**src/rtl/hazard_control_pkg.sv**
```systemverilog
// Shared definitions for the pipeline hazard controller:
// instruction field positions, opcodes and FSM states.
package hazard_control_pkg;

    localparam int OP_HI = 31;
    localparam int OP_LO = 27;
    localparam int RD_HI = 26;
    localparam int RD_LO = 22;
    localparam int RS_HI = 21;
    localparam int RS_LO = 17;
    localparam int RT_HI = 16;
    localparam int RT_LO = 12;

    localparam logic [4:0] OPC_ALU  = 5'b00000;
    localparam logic [4:0] OPC_ADDI = 5'b00101;
    localparam logic [4:0] OPC_SW   = 5'b00111;
    localparam logic [4:0] OPC_LW   = 5'b01000;
    localparam logic [4:0] OPC_BNE  = 5'b00010;
    localparam logic [4:0] OPC_BLT  = 5'b00110;
    localparam logic [4:0] OPC_JR   = 5'b00100;

    typedef enum logic {
        ST_RUN     = 1'b0,
        ST_MD_WAIT = 1'b1
    } hc_state_e;

    function automatic logic [4:0] f_op(input logic [31:0] ir);
        return ir[OP_HI:OP_LO];
    endfunction

    function automatic logic [4:0] f_rd(input logic [31:0] ir);
        return ir[RD_HI:RD_LO];
    endfunction

    function automatic logic [4:0] f_rs(input logic [31:0] ir);
        return ir[RS_HI:RS_LO];
    endfunction

    function automatic logic [4:0] f_rt(input logic [31:0] ir);
        return ir[RT_HI:RT_LO];
    endfunction

endpackage

```
**src/rtl/hazard_dep_check.sv**
```systemverilog
// Load-use detector: does the F/D instruction read the
// register a D/X load is about to write?
module hazard_dep_check
    import hazard_control_pkg::*;
(
    input  logic [31:0] fd_ir_i,
    input  logic [31:0] dx_ir_i,
    output logic        load_use_o
);

    logic [4:0] fd_op;
    logic [4:0] dx_rd;
    logic       use_rs;
    logic       use_rt;
    logic       use_rd;
    logic       unused;

    assign fd_op  = f_op(fd_ir_i);
    assign dx_rd  = f_rd(dx_ir_i);
    assign unused = ^{fd_ir_i[11:0], dx_ir_i[21:0]};

    // Which source fields the F/D instruction actually reads.
    always_comb begin
        use_rs = 1'b0;
        use_rt = 1'b0;
        use_rd = 1'b0;
        unique case (fd_op)
            OPC_ALU: begin
                use_rs = 1'b1;
                use_rt = 1'b1;
            end
            OPC_ADDI, OPC_LW: use_rs = 1'b1;
            OPC_SW, OPC_BNE, OPC_BLT: begin
                use_rs = 1'b1;
                use_rd = 1'b1;
            end
            OPC_JR: use_rd = 1'b1;
            default: ;
        endcase
    end

    // r0 is hardwired, so a load into it never creates a hazard.
    always_comb begin
        load_use_o = (f_op(dx_ir_i) == OPC_LW) && (dx_rd != 5'd0) &&
                     ((use_rs && f_rs(fd_ir_i) == dx_rd) ||
                      (use_rt && f_rt(fd_ir_i) == dx_rd) ||
                      (use_rd && f_rd(fd_ir_i) == dx_rd));
    end

endmodule

```
**src/rtl/hazard_control.sv**
```systemverilog
// Pipeline stall/flush controller: load-use bubbles, branch
// squash and mult/div wait with timeout and stall counter.
module hazard_control
    import hazard_control_pkg::*;
#(
    parameter int MD_TIMEOUT  = 63,
    parameter int STALL_CNT_W = 16
) (
    input  logic                   clock,
    input  logic                   resetn,
    input  logic [31:0]            fd_ir,
    input  logic [31:0]            dx_ir,
    input  logic                   branch_taken,
    input  logic                   md_start,
    input  logic                   md_ready,
    output logic                   pc_enable,
    output logic                   fd_block,
    output logic                   dx_block,
    output logic                   xm_block,
    output logic                   mw_block,
    output logic                   fd_flush,
    output logic                   dx_flush,
    output logic                   xm_flush,
    output logic                   md_timeout,
    output logic [STALL_CNT_W-1:0] stall_count
);

    localparam int CW = (MD_TIMEOUT < 1) ? 1 : $clog2(MD_TIMEOUT + 1);

    hc_state_e              state_q, state_d;
    logic [CW-1:0]          cnt_q, cnt_d;
    logic                   tmo_q, tmo_d;
    logic [STALL_CNT_W-1:0] stall_q, stall_d;
    logic                   load_use;

    hazard_dep_check u_dep (
        .fd_ir_i    (fd_ir),
        .dx_ir_i    (dx_ir),
        .load_use_o (load_use)
    );

    assign xm_block    = 1'b0;
    assign mw_block    = 1'b0;
    assign md_timeout  = tmo_q;
    assign stall_count = stall_q;

    // Control outputs and next state from current state and inputs.
    always_comb begin
        pc_enable = 1'b1;
        fd_block  = 1'b0;
        dx_block  = 1'b0;
        fd_flush  = 1'b0;
        dx_flush  = 1'b0;
        xm_flush  = 1'b0;
        state_d   = state_q;
        cnt_d     = cnt_q;
        tmo_d     = tmo_q;
        if (!resetn) begin
            pc_enable = 1'b0;
            fd_flush  = 1'b1;
            dx_flush  = 1'b1;
            xm_flush  = 1'b1;
        end else begin
            unique case (state_q)
                ST_RUN: begin
                    if (branch_taken) begin
                        fd_flush = 1'b1;
                        dx_flush = 1'b1;
                    end else begin
                        if (load_use) begin
                            pc_enable = 1'b0;
                            fd_block  = 1'b1;
                            dx_flush  = 1'b1;
                        end
                        if (md_start) begin
                            state_d = ST_MD_WAIT;
                            cnt_d   = '0;
                        end
                    end
                end
                ST_MD_WAIT: begin
                    if (md_ready) begin
                        state_d = ST_RUN;
                    end else begin
                        pc_enable = 1'b0;
                        fd_block  = 1'b1;
                        dx_block  = 1'b1;
                        xm_flush  = 1'b1;
                        if (cnt_q == CW'(MD_TIMEOUT)) begin
                            tmo_d   = 1'b1;
                            state_d = ST_RUN;
                        end else begin
                            cnt_d = cnt_q + CW'(1);
                        end
                    end
                end
                default: state_d = ST_RUN;
            endcase
        end
    end

    // Saturating count of cycles in which the PC was held.
    always_comb begin
        stall_d = stall_q;
        if (!pc_enable && (stall_q != '1)) begin
            stall_d = stall_q + STALL_CNT_W'(1);
        end
    end

    // State, wait counter, sticky timeout and stall counter.
    always_ff @(posedge clock or negedge resetn) begin
        if (!resetn) begin
            state_q <= ST_RUN;
            cnt_q   <= '0;
            tmo_q   <= 1'b0;
            stall_q <= '0;
        end else begin
            state_q <= state_d;
            cnt_q   <= cnt_d;
            tmo_q   <= tmo_d;
            stall_q <= stall_d;
        end
    end

endmodule

```
**config.mk**
```make
export PLATFORM = sky130hd
export DESIGN_NAME = hazard_control
export DESIGN_NICKNAME = d
export VERILOG_FILES = /design/src/rtl/hazard_control_pkg.sv /design/src/rtl/hazard_dep_check.sv /design/src/rtl/hazard_control.sv
export SDC_FILE = /design/constraint.sdc
export NUM_CORES = 1
export LEC_CHECK = 0
export CAP_MARGIN = 30
export CORE_UTILIZATION = 35
export CTS_CLUSTER_DIAMETER = 40
export DETAILED_ROUTE_END_ITERATION = 10
export GPL_TIMING_DRIVEN = 0
export PLACE_DENSITY = 0.76
export REMOVE_ABC_BUFFERS = 1
export SYNTH_ARGS = -nofsm -noshare
export SYNTH_HDL_FRONTEND = slang
export SYNTH_HIERARCHICAL = 1
export SYNTH_SLANG_ARGS = --single-unit
export TNS_END_PERCENT = 20
```
**constraint.sdc**
```tcl
create_clock -name clock -period 3.3 [get_ports clock]
set_input_delay 0.33 -clock clock [delete_from_list [all_inputs] [get_ports clock]]
set_output_delay 0.33 -clock clock [all_outputs]
set_load 0.05 [all_outputs]
```
# After elaboration in Yosys (flattened, before gate mapping)
# Cells that the tools add are included.
[totals]
regBits = 24
out_inout_bits = 25
[classes]
bitwise_logic = 2
reduce_logical = 15
addsub = 2
n_mux = 32
n_eq_ne = 16
[op_table]
columns = ["cell", "n"]
rows = [
  ["$mux W1", 24],
  ["$mux W6", 4],
  ["$eq A5 B3 Y1 const B", 4],
  ["$add A16 B1 Y16 const B", 1],
  ["$ne A16 B16 Y1 const B", 1],
  ["$eq A5 B5 Y1", 3],
  ["$pmux W6 S2", 1],
  ["$eq A5 B4 Y1 const B", 2],
  ["$ne A2 B2 Y1 const B", 4],
  ["$add A6 B1 Y6 const B", 1],
  ["$eq A6 B6 Y1 const B", 1],
  ["$logic_and A1 B1 Y1", 6],
  ["$pmux W1 S2", 3],
  ["$reduce_or A6 Y1", 1],
  ["$eq A5 B2 Y1 const B", 1],
  ["$logic_not A5 Y1", 1],
  ["$reduce_and A5 Y1", 1],
  ["$reduce_bool A5 Y1", 1],
  ["$reduce_and A4 Y1", 1],
  ["$reduce_or A4 Y1", 1],
  ["$logic_or A1 B1 Y1", 2],
  ["$not A1 Y1", 2],
  ["$logic_not A1 Y1", 1],
]

# Logic depth before layout (Yosys ltp)
[logic_depth]
depth_word = 13
depth_mapped = 10
depth_no_buf = 10

# By module
# The synthesis kept the hierarchy.
[modules_own_cells]
columns = ["mod", "n_inst", "area_per_inst_um2", "cells_per_inst"]
rows = [
  ["hazard_control", 1, 1317.5, 118],
  ["hazard_dep_check", 1, 250.2, 35],
]

# Worst setup path before layout
# No wires, ideal clock.
[synth_timing]
path_kind = "input port to output port"
startpoint = "input port dx_ir[31]"
endpoint = "output port fd_block"
n_path_buf = 0
slack_ns = 0.596
path_stages = 6
arrival_time_ns = 2.374
required_ns = 2.970
path_cell_list = "or4b_1 > nor3_2 > o21ai_1 > a21oi_1 > or3b_4 > a21oi_1"
[synth_between]
elab_chain_len = 7
[synth_rtl]
columns = ["item", "line_no", "source"]
rows = [
  ["start, declared", "hazard_control.sv:12", "input logic [31:0] dx_ir,"],
  ["$eq A5 B4 Y1", "hazard_dep_check.sv:44", "load_use_o = (f_op(dx_ir_i) == OPC_LW) && (dx_rd != 5'd0) &&"],
  ["$logic_and A1 B1 Y1 (2 in series)", "hazard_dep_check.sv:44", ""],
  ["named net load_use", "hazard_control.sv:34", "logic load_use;"],
  ["$mux W1", "hazard_control.sv:70", "if (load_use) begin"],
  ["$mux W1", "hazard_control.sv:66", "if (branch_taken) begin"],
  ["$pmux W1 S2", "hazard_control.sv:64", "unique case (state_q)"],
  ["$mux W1", "hazard_control.sv:58", "if (!resetn) begin"],
  ["end, declared", "hazard_control.sv:17", "output logic fd_block,"],
]
# The timed path passes the listed nets, and every way through them passes these cells.

# Worst setup path after layout
[layout_timing]
startpoint = "input port dx_ir[25]"
endpoint = "output port pc_enable"
[layout_between]
elab_chain_len = 9
word_cells_on_any_way = 15
classes_between = "eq/ne: 3; mux: 4; reduce/logical: 8"
[layout_rtl]
columns = ["item", "line_no", "source"]
rows = [
  ["$eq A5 B5 Y1, on equally long branches", "hazard_dep_check.sv:45, hazard_dep_check.sv:46", ""],
  ["$logic_and A1 B1 Y1, on equally long branches", "hazard_dep_check.sv:45, hazard_dep_check.sv:46", ""],
  ["$logic_or A1 B1 Y1", "hazard_dep_check.sv:45", "((use_rs && f_rs(fd_ir_i) == dx_rd) ||"],
  ["$logic_or A1 B1 Y1", "hazard_dep_check.sv:46", "(use_rt && f_rt(fd_ir_i) == dx_rd) ||"],
  ["$logic_and A1 B1 Y1 *", "hazard_dep_check.sv:44", ""],
  ["named net load_use", "hazard_control.sv:34", ""],
  ["$mux W1 *", "hazard_control.sv:70", ""],
  ["$mux W1 *", "hazard_control.sv:66", ""],
  ["$pmux W1 S2 *", "hazard_control.sv:64", ""],
  ["$mux W1 *", "hazard_control.sv:58", ""],
  ["end, declared", "hazard_control.sv:16", "output logic pc_enable,"],
]
# The timed path passes the listed nets; every way through them passes the cells marked *.

==> qor.txt <==
Clk slew on worst S/H paths: 0.09 ns
Reg2reg end: stall_count[8]$_DFFE_PN0P_
Final worst path period need: 3.09 ns
ANT nets after route: 0
Ant diodes: 0
WL per Instance: 12.9 um
Drt pass-1 iters: 4
RSZ-0062 raised after global routing: no
Post-DP HPWL: 2.71 mm
Sequential area share after synthesis: 38.3%
WP depth: 10
Syn_area_per_cell: 10.2 sq um
Via density: 5.29
Syn-to-layout area delta: 42.5%
Count leader, synth: dfrtp_1
CTS root buffer: clkbuf_8
Final period util: 93.7%
Chip width: 68.9 um
Max Slew Vio Count: 0
Max-cap violations: 0
DR WL met2: 1.64 mm
Initial antenna violation count: 0
PortBufs: 57
Cell leakage power: 0.893 nW
Setup WS pre-CTS: -0.169 ns
CP top delay family: buffers and inverters
H-Tree Depth: 1
First-pass GRT wire length: 5.51 mm
Path type of the worst setup path: in -> out
Number of synthesized register bits: 24
Worst path slowest cell: clkdlybuf4s50_1
Total CTS buffers: 3
R2R setup slack: 1.42 ns
Core ar.: 4140 sq um
Met3 wire len: 251 um
Crit. Startpoint: dx_ir[25]
Vias: 1,391
Synth Flop Type: dfrtp_1
Crit path cell chain: clkdlybuf4s50_1 -> xnor2_1 -> nand3_1 -> nor3_1 -> o21ai_0 -> a21oi_1 -> or3b_4 -> nand3_4 -> inv_4 -> dlygate4sd2_1
Worst clock skew: 0.00458 ns
GRT Util Overall: 15.5%
# IOs: 94
Power Total: 1.19 mW
Rows: 23
# setup viols final: 0
Yosys top cell area share: 38.3%
Slew at the pin with the worst max-slew slack: 0.692 ns
Maximum vdd drop: 216 uV
Relative slew slack: 53.9%
Post-synth top cells: 24 x dfrtp_1, 14 x xor2_1, 12 x xnor2_1, 9 x nand2_1
Syn. warnings: 6
Worst Path Max Fanout: 7
Post-Syn Instances: 153
Hold violation count in the final report: 0
Buf+Inv Stages, Crit Path: 3
Setup crit end kind: output port
Hold crit path type: in -> async
Clock Sinks: 24
Post-synth EDFFs: 0
CTS tree: yes
R2R cell count: 5
DIE AREA: 4750 sq um
WP data arrival: 2.76 ns
Synth Cell Area: 1570 sq um
GPL Wtd Cong: 0.760
Metal1 wirelength: 1.46 mm
CP peak stage delay: 0.59 ns
Initial DRC Count: 39
Final nets: 285
CTS max path bufs: 2
PD cells: 533 nW/um^2
RR Startpoint: stall_count[0]$_DFFE_PN0P_
Share of cells above drive strength 1: 9.39%
Post-CTS Hold Buffers: 0
Largest net degree at the start of global routing: 33
Vias in the first global route: 1,276
Data required time at the worst endpoint: 2.97 ns
Highest Signal Layer: met4
Worst Setup EP: pc_enable
Crit path launch type: primary input
Latest clock arrival within the worst-skew pair: 0.26 ns
Top post-synthesis cells by area: dfrtp_1 38%, xor2_1 7.8%, xnor2_1 6.7%, nand4_1 2.8%, nand3_1 2.2%
Post-Route WL: 3.38 mm
Post-route DRC: 0
Die height: 68.9 um
Final worst slack: 0.208 ns
Fmax: 323 MHz
Congestion Overflow GR: 0
Initial Utilization: 37.8%
Status: finished clean
Async S/R FF share, synth: 100%
Largest area contributor in the netlist: dfrtp_1
Synth cell types: 49
-- logic make-up after synthesis --
group,count (synthesis),share of synthesized area [%]
flops,24,38.3
xor+xnor,26,14.5
buf+inv,9,2.79
fa+ha+maj,2,1.60
mux,7,4.87
simple gates,50,20.9
compound gates,34,16.8
other cells,1,0.239
-- where the power goes --
part	switching [mW]	internal, mW	total, mW
combinational	0.333	0.218	0.551
clock	0.0930	0.106	0.199
sequential	0.0832	0.357	0.441
total	0.509	0.682	1.19
-- routing by layer --
layer	up-vias	global-route usage (%)
met3	4	4.11
met2	50	26.9
met1	644	18.2
met5	-	0
li1	693	-
met4	0	5.36
-- final cells by class --
cell class	instances	area, sq um
fillers	399	1910
multi-input cells	121	928
flip-flops and latches	24	601
repair buffers	57	559
well taps	50	62.6
clock buffers	4	55.1
inverters	7	28.8
-- state kept, by name, summed over array words and instances, names as in the netlist --
register     flops
cnt_q            6
md_timeout       1
stall_count     16
state_q          1
-- cells in the final DEF, fill, tap and decap left out, drive strengths merged, types with 2 or more instances in the layout --
master and n:
o2bb2ai 2, a2111oi 2, mux2i 2, conb 2, nor2 2, and3 4
o21ai 6, nand2b 2, nor3 5, a21oi 6, dfrtp 24, and4 3
a22o 3, clkdlybuf4s50 54, mux2 5, and2 2, nand3 8, o211ai 2
a41oi 2, nand2 9, ha 2, xor2 14, nand4 7, a31oi 4
clkbuf 5, nor4 3, inv 7, xnor2 12
-- through the flow --
stage	std cells	util (%)	instance area (sq um)	TNS (ns)	hold WS (ns)
6_report	263	53.9	2230	0	0.0977
5_1_grt	263	53.9	2230	0	0.147
4_1_cts	263	54.0	2240	0	0.124
3_5_place_dp	259	52.7	2180	-0.281	0.420
3_3_place_gp	259	52.8	2190	-0.825	0.452
2_1_floorplan	152	-	1560	0	0.0344
-- worst register-to-register path, cell delays in order (launching register included) --
cell and delay [ns]:
dfrtp_1 0.43, ha_1 0.29, nand4_1 0.25, a31oi_4 0.33
nand4_1 0.15, mux2_1 0.32
-- worst min-delay path by stage --
stage	to	slack (ns)	cells after the start
after floorplan	cnt_q[0]$_DFFE_PN0P_	0.03	0
after global placement	md_timeout$_DFFE_PN0P_	0.45	1
after detailed placement	stall_count[10]$_DFFE_PN0P_	0.42	1
after CTS	stall_count[14]$_DFFE_PN0P_	0.12	1
after global routing	stall_count[14]$_DFFE_PN0P_	0.15	1
final	stall_count[12]$_DFFE_PN0P_	0.1	1
-- repair_timing --
| item | in CTS | in global routing |
|---|---|---|
| resized for setup | 2 | 3 |
| setup buffers | 0 | 0 |
| endpoints found under the setup margin | 2 | 2 |
(Power assumes the default switching activity.)
